$ cat src/rtl/fpu_pkg.sv
// Shared FPU types and constants.
// Used by the add pipe and its neighbours.
package fpu_pkg;

  localparam int FADD_LAT = 4;
  localparam int FP_EXP_W = 8;
  localparam int FP_MAN_W = 23;

  typedef struct packed {
    logic                s;
    logic [FP_EXP_W-1:0] e;
    logic [FP_MAN_W-1:0] m;
  } fp_t;

  typedef enum logic {
    FADD_ADD = 1'b0,
    FADD_SUB = 1'b1
  } fadd_op_e;

  function automatic logic fp_is_zero(input fp_t x);
    return (x.e == '0) && (x.m == '0);
  endfunction

endpackage

$ cat src/rtl/fadd_pipe_if.sv
// Issue-side and writeback-side handshake
// bundle of the FP add pipe.
interface fadd_pipe_if
  import fpu_pkg::*;
#(
  parameter int EXP_W = FP_EXP_W,
  parameter int MAN_W = FP_MAN_W,
  parameter int TAG_W = 5
);
  localparam int FW = 1 + EXP_W + MAN_W;

  logic             in_valid;
  logic             in_ready;
  logic             in_sub;
  logic [TAG_W-1:0] in_tag;
  logic [FW-1:0]    x1;
  logic [FW-1:0]    x2;
  logic             out_valid;
  logic             out_ready;
  logic [FW-1:0]    y;
  logic [TAG_W-1:0] out_tag;
  logic             out_ovf;

  modport master (
    output in_valid, in_sub, in_tag,
    output x1, x2, out_ready,
    input  in_ready, out_valid,
    input  y, out_tag, out_ovf
  );

  modport slave (
    input  in_valid, in_sub, in_tag,
    input  x1, x2, out_ready,
    output in_ready, out_valid,
    output y, out_tag, out_ovf
  );

endinterface

$ cat src/rtl/fpu_lzc.sv
// Combinational leading-zero counter.
// All-zero input returns W.
module fpu_lzc #(
  parameter int W = 27
) (
  input  logic [W-1:0]           a,
  output logic [$clog2(W+1)-1:0] cnt
);
  localparam int LW = $clog2(W + 1);

  always_comb begin
    cnt = LW'(W);
    for (int i = 0; i < W; i++) begin
      if (a[i]) cnt = LW'(W - 1 - i);
    end
  end

endmodule

$ cat src/rtl/fadd_pipe.sv
// 4-stage RNE float add/sub with valid/ready
// flow control and a pass-through tag.
module fadd_pipe
  import fpu_pkg::*;
#(
  parameter int EXP_W = FP_EXP_W,
  parameter int MAN_W = FP_MAN_W,
  parameter int TAG_W = 5
) (
  input logic        clk,
  input logic        rst,
  fadd_pipe_if.slave io
);
  localparam int FW = 1 + EXP_W + MAN_W;
  localparam int W  = MAN_W + 4;
  localparam int EW = EXP_W + 2;
  localparam int DW = $clog2(MAN_W + 9);
  localparam int LW = $clog2(W + 1);
  localparam int SW = 2 * MAN_W + 11;

  typedef struct packed {
    logic             s;
    logic             zs;
    logic [EXP_W-1:0] e;
    logic [MAN_W:0]   bm;
    logic [MAN_W:0]   sm;
    logic             sub;
    logic [DW-1:0]    d;
    logic [TAG_W-1:0] tag;
  } s1_t;

  typedef struct packed {
    logic             s;
    logic             zs;
    logic [EW-1:0]    e;
    logic [W:0]       sum;
    logic [TAG_W-1:0] tag;
  } s2_t;

  typedef struct packed {
    logic             s;
    logic             zs;
    logic [EW-1:0]    e;
    logic [W-1:0]     m;
    logic [LW-1:0]    lz;
    logic [TAG_W-1:0] tag;
  } s3_t;

  s1_t r1, n1;
  s2_t r2, n2;
  s3_t r3, n3;
  logic v1, v2, v3;
  logic out_v, ovf_q;
  logic [FW-1:0] y_q;
  logic [TAG_W-1:0] tag_q;
  logic adv;

  assign adv          = !out_v || io.out_ready;
  assign io.in_ready  = adv;
  assign io.out_valid = out_v;
  assign io.y         = y_q;
  assign io.out_tag   = tag_q;
  assign io.out_ovf   = ovf_q;

  // stage 1: unpack, order by magnitude (tie keeps x2)
  fadd_op_e op;
  logic sa, sb, a_big;
  logic [EXP_W-1:0] ea, eb, diff, e1r, e2r;
  logic [MAN_W:0] ma, mb;

  assign op  = fadd_op_e'(io.in_sub);
  assign e1r = io.x1[FW-2 -: EXP_W];
  assign e2r = io.x2[FW-2 -: EXP_W];

  always_comb begin
    sa     = io.x1[FW-1];
    sb     = io.x2[FW-1] ^ (op == FADD_SUB);
    ea     = (e1r == '0) ? EXP_W'(1) : e1r;
    eb     = (e2r == '0) ? EXP_W'(1) : e2r;
    ma     = {e1r != '0, io.x1[MAN_W-1:0]};
    mb     = {e2r != '0, io.x2[MAN_W-1:0]};
    a_big  = {ea, ma} > {eb, mb};
    diff   = a_big ? ea - eb : eb - ea;
    n1.s   = a_big ? sa : sb;
    n1.zs  = sa & sb;
    n1.e   = a_big ? ea : eb;
    n1.bm  = a_big ? ma : mb;
    n1.sm  = a_big ? mb : ma;
    n1.sub = sa ^ sb;
    n1.d   = (int'(diff) > MAN_W + 8) ?
             DW'(MAN_W + 8) : DW'(diff);
    n1.tag = io.in_tag;
  end

  // stage 2: align with guard, round, sticky
  logic [SW-1:0] sh_v;
  logic [W-1:0] al, bg;

  always_comb begin
    sh_v   = {r1.sm, 2'b00, {(MAN_W+8){1'b0}}} >> r1.d;
    al     = {sh_v[SW-1 -: MAN_W+3],
              |sh_v[MAN_W+7:0]};
    bg     = {r1.bm, 3'b000};
    n2.s   = r1.s;
    n2.zs  = r1.zs;
    n2.e   = EW'(r1.e);
    n2.tag = r1.tag;
    n2.sum = r1.sub ? {1'b0, bg} - {1'b0, al}
                    : {1'b0, bg} + {1'b0, al};
  end

  // stage 3: fold carry-out, count leading zeros
  logic [W-1:0] m3;
  logic [LW-1:0] lz3;

  assign m3 = r2.sum[W] ?
              {r2.sum[W:2], |r2.sum[1:0]} :
              r2.sum[W-1:0];

  fpu_lzc #(.W(W)) u_lzc (
    .a   (m3),
    .cnt (lz3)
  );

  always_comb begin
    n3.s   = r2.s;
    n3.zs  = r2.zs;
    n3.e   = r2.e + EW'(r2.sum[W]);
    n3.m   = m3;
    n3.lz  = lz3;
    n3.tag = r2.tag;
  end

  // stage 4: normalise, round, pack
  logic nrm_ok, inc, zero, of;
  logic [W-1:0] norm;
  logic [EW-1:0] en, ef;
  logic [MAN_W+1:0] rm;
  logic [MAN_W-1:0] frac;
  logic [FW-1:0] n_y;
  logic n_ovf;

  always_comb begin
    nrm_ok = r3.e > EW'(r3.lz);
    norm   = nrm_ok ? r3.m << r3.lz
                    : r3.m << (r3.e - EW'(1));
    en     = nrm_ok ? r3.e - EW'(r3.lz) : '0;
    inc    = norm[2] & (norm[1] | norm[0] | norm[3]);
    rm     = {1'b0, norm[W-1:3]} + (MAN_W+2)'(inc);
    frac   = rm[MAN_W+1] ? rm[MAN_W:1]
                         : rm[MAN_W-1:0];
    ef     = (en == '0) ? EW'(rm[MAN_W])
                        : en + EW'(rm[MAN_W+1]);
    zero   = r3.m == '0;
    of     = ef >= EW'({EXP_W{1'b1}});
    n_y    = {r3.s, ef[EXP_W-1:0], frac};
    n_ovf  = 1'b0;
    unique case (1'b1)
      zero: n_y = {r3.zs, {(FW-1){1'b0}}};
      (!zero && of): begin
        n_y   = {r3.s, {EXP_W{1'b1}}, {MAN_W{1'b0}}};
        n_ovf = 1'b1;
      end
      default: ;
    endcase
  end

  always_ff @(posedge clk) begin
    if (rst) begin
      v1    <= 1'b0;
      v2    <= 1'b0;
      v3    <= 1'b0;
      out_v <= 1'b0;
      y_q   <= '0;
      tag_q <= '0;
      ovf_q <= 1'b0;
    end else if (adv) begin
      v1    <= io.in_valid;
      r1    <= n1;
      v2    <= v1;
      r2    <= n2;
      v3    <= v2;
      r3    <= n3;
      out_v <= v3;
      if (v3) begin
        y_q   <= n_y;
        tag_q <= r3.tag;
        ovf_q <= n_ovf;
      end
    end
  end

endmodule

$ cat src/flat_wrapper.sv
// flat-port wrapper written by rule: the top's interface ports become plain ports
module fadd_pipe_flat import fpu_pkg::*;
#(
  parameter int EXP_W = FP_EXP_W,
  parameter int MAN_W = FP_MAN_W,
  parameter int TAG_W = 5
)
  (clk, rst, io_in_valid, io_in_sub, io_in_tag, io_x1, io_x2, io_out_ready, io_in_ready, io_out_valid, io_y, io_out_tag, io_out_ovf);
  fadd_pipe_if #(.EXP_W(EXP_W), .MAN_W(MAN_W), .TAG_W(TAG_W)) io_i ();
  input logic clk;
  input logic rst;
  input wire logic [$bits(io_i.in_valid)-1:0] io_in_valid;
  input wire logic [$bits(io_i.in_sub)-1:0] io_in_sub;
  input wire logic [$bits(io_i.in_tag)-1:0] io_in_tag;
  input wire logic [$bits(io_i.x1)-1:0] io_x1;
  input wire logic [$bits(io_i.x2)-1:0] io_x2;
  input wire logic [$bits(io_i.out_ready)-1:0] io_out_ready;
  output wire logic [$bits(io_i.in_ready)-1:0] io_in_ready;
  output wire logic [$bits(io_i.out_valid)-1:0] io_out_valid;
  output wire logic [$bits(io_i.y)-1:0] io_y;
  output wire logic [$bits(io_i.out_tag)-1:0] io_out_tag;
  output wire logic [$bits(io_i.out_ovf)-1:0] io_out_ovf;
  assign io_i.in_valid = io_in_valid;
  assign io_i.in_sub = io_in_sub;
  assign io_i.in_tag = io_in_tag;
  assign io_i.x1 = io_x1;
  assign io_i.x2 = io_x2;
  assign io_i.out_ready = io_out_ready;
  assign io_in_ready = io_i.in_ready;
  assign io_out_valid = io_i.out_valid;
  assign io_y = io_i.y;
  assign io_out_tag = io_i.out_tag;
  assign io_out_ovf = io_i.out_ovf;
  fadd_pipe #(.EXP_W(EXP_W), .MAN_W(MAN_W), .TAG_W(TAG_W)) u_core (.clk(clk), .rst(rst), .io(io_i));
endmodule
$ cat config.mk
export PLATFORM = sky130hd
export DESIGN_NAME = fadd_pipe_flat
export DESIGN_NICKNAME = d
export VERILOG_FILES = /design/src/rtl/fpu_pkg.sv /design/src/rtl/fadd_pipe_if.sv /design/src/rtl/fpu_lzc.sv /design/src/rtl/fadd_pipe.sv /design/src/flat_wrapper.sv
export SDC_FILE = /design/constraint.sdc
export NUM_CORES = 1
export LEC_CHECK = 0
export CAP_MARGIN = 20
export CORE_ASPECT_RATIO = 1.75
export CORE_MARGIN = 2
export CORE_UTILIZATION = 50
export DETAILED_ROUTE_END_ITERATION = 16
export PLACE_DENSITY_LB_ADDON = 0.08
export SETUP_SLACK_MARGIN = 0.4
export SLEW_MARGIN = 5
export SYNTH_ARGS = -nofsm -noshare
export SYNTH_HDL_FRONTEND = slang
export SYNTH_SLANG_ARGS = --single-unit
$ cat constraint.sdc
create_clock -name clk -period 29.2 [get_ports clk]
set_input_delay 5.84 -clock clk [delete_from_list [all_inputs] [get_ports clk]]
set_output_delay 5.84 -clock clk [all_outputs]
set_load 0.02 [all_outputs]
Yosys cells after proc, flatten, opt, wreduce, memory -nomap -nowiden
Cells that the tools add are included.
W data, S select, Z words.
- output and inout port bits: 40
- word-level logic and storage cells: 112
- bits of input ports: 74
- bits in registers: 203
- reduce and logical (&&, ||, !) cells: 18
- $add $sub $neg: 9
- mux-type cells: 41
- $lt $le $gt $ge: 4
- shift operators: 3
- bitwise gates (word level): 7
- operator list (cell ; count):
    $pmux W32 S2 ; 1
    $shr A57 B5 Y57 ; 1
    $mux W27 ; 2
    $mux W5 ; 10
    $mux W24 ; 2
    $gt A32 B32 Y1 ; 1
    $mux W4 ; 8
    $mux W8 ; 4
    $reduce_or A31 Y1 ; 1
    $add A27 B27 Y28 ; 1
    $mux W28 ; 1
    $sub A27 B27 Y28 ; 1
    $logic_not A27 Y1 ; 1
    $shl A27 B10 Y27 ; 1
    $shl A27 B5 Y27 ; 1
    $add A24 B1 Y25 ; 1
    $mux W23 ; 1
    $mux W10 ; 2
    $logic_not A8 Y1 ; 2
    $reduce_bool A8 Y1 ; 2
    $reduce_or A16 Y1 ; 1
    $sub A8 B8 Y8 ; 2
    $mux W3 ; 4
    $add A10 B1 Y10 ; 1
    other kinds (20) ; 30

Depth between registers and ports, before layout
- depth in word-level cells: 28
- depth in mapped cells: 34
- gate-level depth less buffers: 29

Modules after synthesis
From an unflattened synthesis, not the netlist that was laid out.
- cells, all modules: 1941
- area total of the unflattened synthesis: 16985.0 µm²
- modules (own cells, without submodules) (module ; times used ; area each (µm²) ; cells an instance ; sequential area each (µm²)):
    fadd_pipe ; 1 ; 16707.3 ; 1890 ; 5645.4
    fpu_lzc ; 1 ; 277.8 ; 51 ; 0.0

Worst setup path before layout
No wires, ideal clock.
- path kind: input to register
- start: input port rst
- end: register u_core.r1 (netlist bit u_core.bg[10]), enable pin
- required time: 28.518 ns
- cell stages on the path: 3
- path buffers: 2
- library setup time: 0.682 ns
- setup slack: 15.607 ns
- arrival time: 12.912 ns
- cell sequence: clkbuf_1 buf_1 nor2_1
- word-level cells in the longest chain between the ends: 2
- RTL lines (element ; RTL line ; RTL):
    start: declaration ; flat_wrapper.sv:11 ; input logic rst;
    $not A1 Y1 (no source line) ; -- ;
    $reduce_and A2 Y1 (no source line) ; -- ;
    end signal: assignment ; fadd_pipe.sv:179 ; r1 <= n1;
    end: declaration ; fadd_pipe.sv:49 ; s1_t r1, n1;
No other way between the ends.
A chain may end at the register's enable or synchronous reset.

Final worst setup path
- start: input port io_out_ready
- end: output port io_in_ready
- word-level cells in the longest chain between the ends: 1
- RTL lines (element ; RTL line ; RTL):
    start: declaration ; flat_wrapper.sv:17 ; input wire logic [$bits(io_i.out_ready)-1:0] io_out_ready;
    $logic_or A1 B1 Y1 ; fadd_pipe.sv:58 ; assign adv = !out_v || io.out_ready;
    end: declaration ; flat_wrapper.sv:18 ; output wire logic [$bits(io_i.in_ready)-1:0] io_in_ready;
No other way between the ends.

==> run_results.csv <==
group,metric,value,unit
place,gp_congestion,0.9912,
yosys,yosys-top-cells-area,"edfxtp_1 28%, ha_1 7.4%, dfxtp_1 4.9%",
finish,multi_input_area,10510,um^2
finish,final_area,19200,um^2
sta,fin_crit_sh,45.39,%
sta,tightest_slew,1018,ps
place,dpl_cell_area,18490,um^2
yosys,synth_cell_types,99,
routing,wl_met1,17050,um
yosys,synth-main-ff-cell,"edfxtp_1",
yosys,synth_top_family_by_area,"compound AO/OA/AOI/OAI gates",
yosys,synthMuxAreaShare,9.605,%
routing,top_layer_used,"met5",
routing,met2_length,29010,um
critical_path,path_class,"in2out",
run,maxCapViolations,0,
power_and_ir_drop,p_total,0.0009901,W
clock_tree,cts.sinks,202,
yosys,synth-xor-area-share,3.358,%
yosys,synth_area_per_cell,9.054,um^2
floorplanning,die_h,248.7,um
floorplanning,io_pins,114,
yosys,synthesis.nets,2068,
routing,drtIter0Drc,1283,
clock_tree,cts_tree,"yes",
clock_tree,cts_resized,0,
routing,ant_nets,0,
yosys,yosysWarnings,0,
grt,antenna_found_initial,1,
finish,final_cells,2394,
clock_tree,clkTransAtPathRegs,60,ps
yosys,synth_most_common_cell,"nand2_1",
critical_path,cp_data_arrival_time,7410,ps
finish,seq_area,5645,um^2
outcome,outcome,"complete, no violations",
place,hpwlAfterDp,40740,um
critical_path,cp-endpoint,"io_in_ready",
sta,rsz0062_at_grt,"no",
critical_path,cp.required,23360,ps
sta,skew,13.52,ps
finish,finalNetCount,2104,
routing,drtPass1Iterations,6,
hold_path,hold_class,"reg2reg",
routing,vias,15090,
sta,hold_viol,0,
routing,vias_per_cell,6.303,
yosys,netlist.area_leader.share,28.09,%
yosys,ys_ff_latch,202,
floorplanning,die_w,143.8,um
routing,wire_per_inst,22.23,um
yosys,ys_top_cells_by_count,"189 x nand2_1, 160 x edfxtp_1, 125 x nor2_1",
power_and_ir_drop,power.leakage,7.294,nW
sta,maxSlewViolCount,0,
critical_path,reg2reg_depth,30,
finish,antennaDiodeCount,0,
finish,fillerInstances,3053,
clock_tree,hold_buffers,0,
yosys,synth_fa_ha_area_share,7.857,%
routing,drc,0,
place,placedCellCount,2355,
floorplanning,core_area,33740,um^2
yosys,yosys.area.top_type,"edfxtp_1",
critical_path,cp-start-kind,"input port",
grt,grt_first_pass_wirelength,81850,um
sta,setup_viol,0,
sta,max_clock_freq,0.07544,GHz
critical_path,reg2reg_from,"u_core.r3[37]$_DFFE_PP_",
clock_tree,clk-insertion-delay-late,530,ps
critical_path,r2r_end,"u_core.io.y[3]$_SDFFE_PP0P_",
critical_path,cp-end-kind,"output pin",
critical_path,r2r_slack,19300,ps
grt,grt_pass1_vias,14790,
clock_tree,numCtsBuffers,21,
yosys,async_reset_ff_share,0,%
yosys,synth_compound_area_share,23.12,%
yosys,yosysSeqAreaShare,33.01,%
sta,post-route-min-period,13250,ps
floorplanning,rows,89,
place,port_buffers,113,
clock_tree,cts_setup_buffers,0,
grt,overflow,0,
critical_path,startpoint,"io_out_ready",
yosys,yosys.area_share.simple,17.32,%
grt,grt_start_max_net_pins,94,
clock_tree,h-tree-depth,1,
finish,syn2layout_area_growth,12.27,%
sta,max_slew_margin,31.67,%
grt,grt_usage,29.62,%
finish,drive_above_1_share,10.93,%
floorplanning,dieArea,35760,um^2
sta,setup_tns,0,ps
yosys,syn_inst,1889,
critical_path,critPathMaxFanout,6,
finish,final_util,56.91,%
routing,wl,53210,um
routing,wl_met3,2571,um
yosys,synth_enable_flop_cells,160,
power_and_ir_drop,powerDensity,51.56,nW/um^2
clock_tree,cts.path.max_buffers,3,
power_and_ir_drop,ir_drop,35.91,uV
floorplanning,initial_core_util,50.69,%
clock_tree,cts-root-buf,"clkbuf_16",
yosys,synthesis.area,17100,um^2
[power by group]
group / switching [W] / internal [W] / total [W]
clock network: 0.000116 / 0.000160 / 0.000277
registers: 0.0000255 / 0.000346 / 0.000372
logic: 0.000208 / 0.000134 / 0.000342
[kinds of logic after synthesis]
kind of cell	Yosys count
DFF	202
muxes	125
and+or+nand+nor	590
buffers and inverters	246
AOI/OAI and AO/OA	557
xor gates and xnor gates	64
adders and majority gates	105
[stage by stage]
| stage | hold WS (ps) | setup slack, ps |
|---|---|---|
| floorplan | 400.3 | 15610 |
| global placement | 403.0 | 15990 |
| detailed placement | 404.5 | 15950 |
| CTS | 421.2 | 15950 |
| global route | 425.8 | 15820 |
| finish | 420.8 | 15950 |
[layer usage]
layer / track usage, % / vias to the layer above
met5: 0 / -
met4: 20.90 / 2
met3: 5.334 / 184
met2: 56.07 / 478
met1: 27.59 / 7224
li1: - / 7202
[flip-flops by register name, indices dropped and copies added, names as in the netlist]
| signal | flops |
|---|---|
| u_core.r2 | 36 |
| u_core.r3 | 48 |
| u_core.io.out_valid | 1 |
| u_core.io.y | 32 |
| u_core.bg | 24 |
| u_core.v1 | 1 |
| u_core.io.out_tag | 5 |
| u_core.r1 | 30 |
| u_core.io.out_ovf | 1 |
| u_core.v3 | 1 |
| u_core.n3 | 7 |
| u_core.v2 | 1 |
| u_core.n2 | 15 |
[worst min path at each step]
stage | startpoint | endpoint | slack, ps | depth (start not counted)
after floorplan | u_core.n2[0]$_DFFE_PP_ | u_core.n3[0]$_DFFE_PP_ | 400 | 0
after global placement | u_core.n3[4]$_DFFE_PP_ | u_core.r3[4]$_DFFE_PP_ | 400 | 0
after detailed placement | u_core.n2[35]$_DFFE_PP_ | u_core.r2[35]$_DFFE_PP_ | 400 | 0
after CTS | u_core.n3[4]$_DFFE_PP_ | u_core.r3[4]$_DFFE_PP_ | 420 | 0
after global routing | u_core.n3[2]$_DFFE_PP_ | u_core.r3[2]$_DFFE_PP_ | 430 | 0
final | u_core.n3[4]$_DFFE_PP_ | u_core.r3[4]$_DFFE_PP_ | 420 | 0
[worst max-delay path, cell delays in order]
cell	delay, ps
clkdlybuf4s50_1	410
nor2b_1	400
inv_1	190
clkdlybuf4s50_1	580
[cells in the final DEF, fill, tap and decap left out, drive strengths merged, types with 17 or more instances in the layout]
cell,netlist,final
a221oi,23,23
nor3,44,44
o31ai,17,17
xnor2,42,42
mux2,63,63
mux2i,37,37
nand4,19,19
clkbuf,89,24
a21oi,110,110
or2,19,19
and2,21,21
ha,101,101
nand2,190,190
nor4,27,27
nand2b,24,24
dfxtp,42,42
clkdlybuf4s50,0,113
a21o,35,35
inv,118,121
o311ai,27,27
a22oi,24,24
nand3,34,34
nor2,125,125
xor2,21,21
o21ai,99,99
buf,38,26
a211oi,41,41
mux4,25,25
edfxtp,160,160
[final cells by class]
| class | instances | area share [%] |
|---|---|---|
| Multi-Input combinational cell | 1441 | 54.75 |
| Sequential cell | 202 | 29.40 |
| Timing Repair Buffer | 140 | 6.919 |
| Tap cell | 455 | 2.965 |
| Clock buffer | 23 | 2.776 |
| Inverter | 119 | 2.326 |
| Clock inverter | 14 | 0.8666 |
No activity file was read; power rests on OpenSTA's default activity.
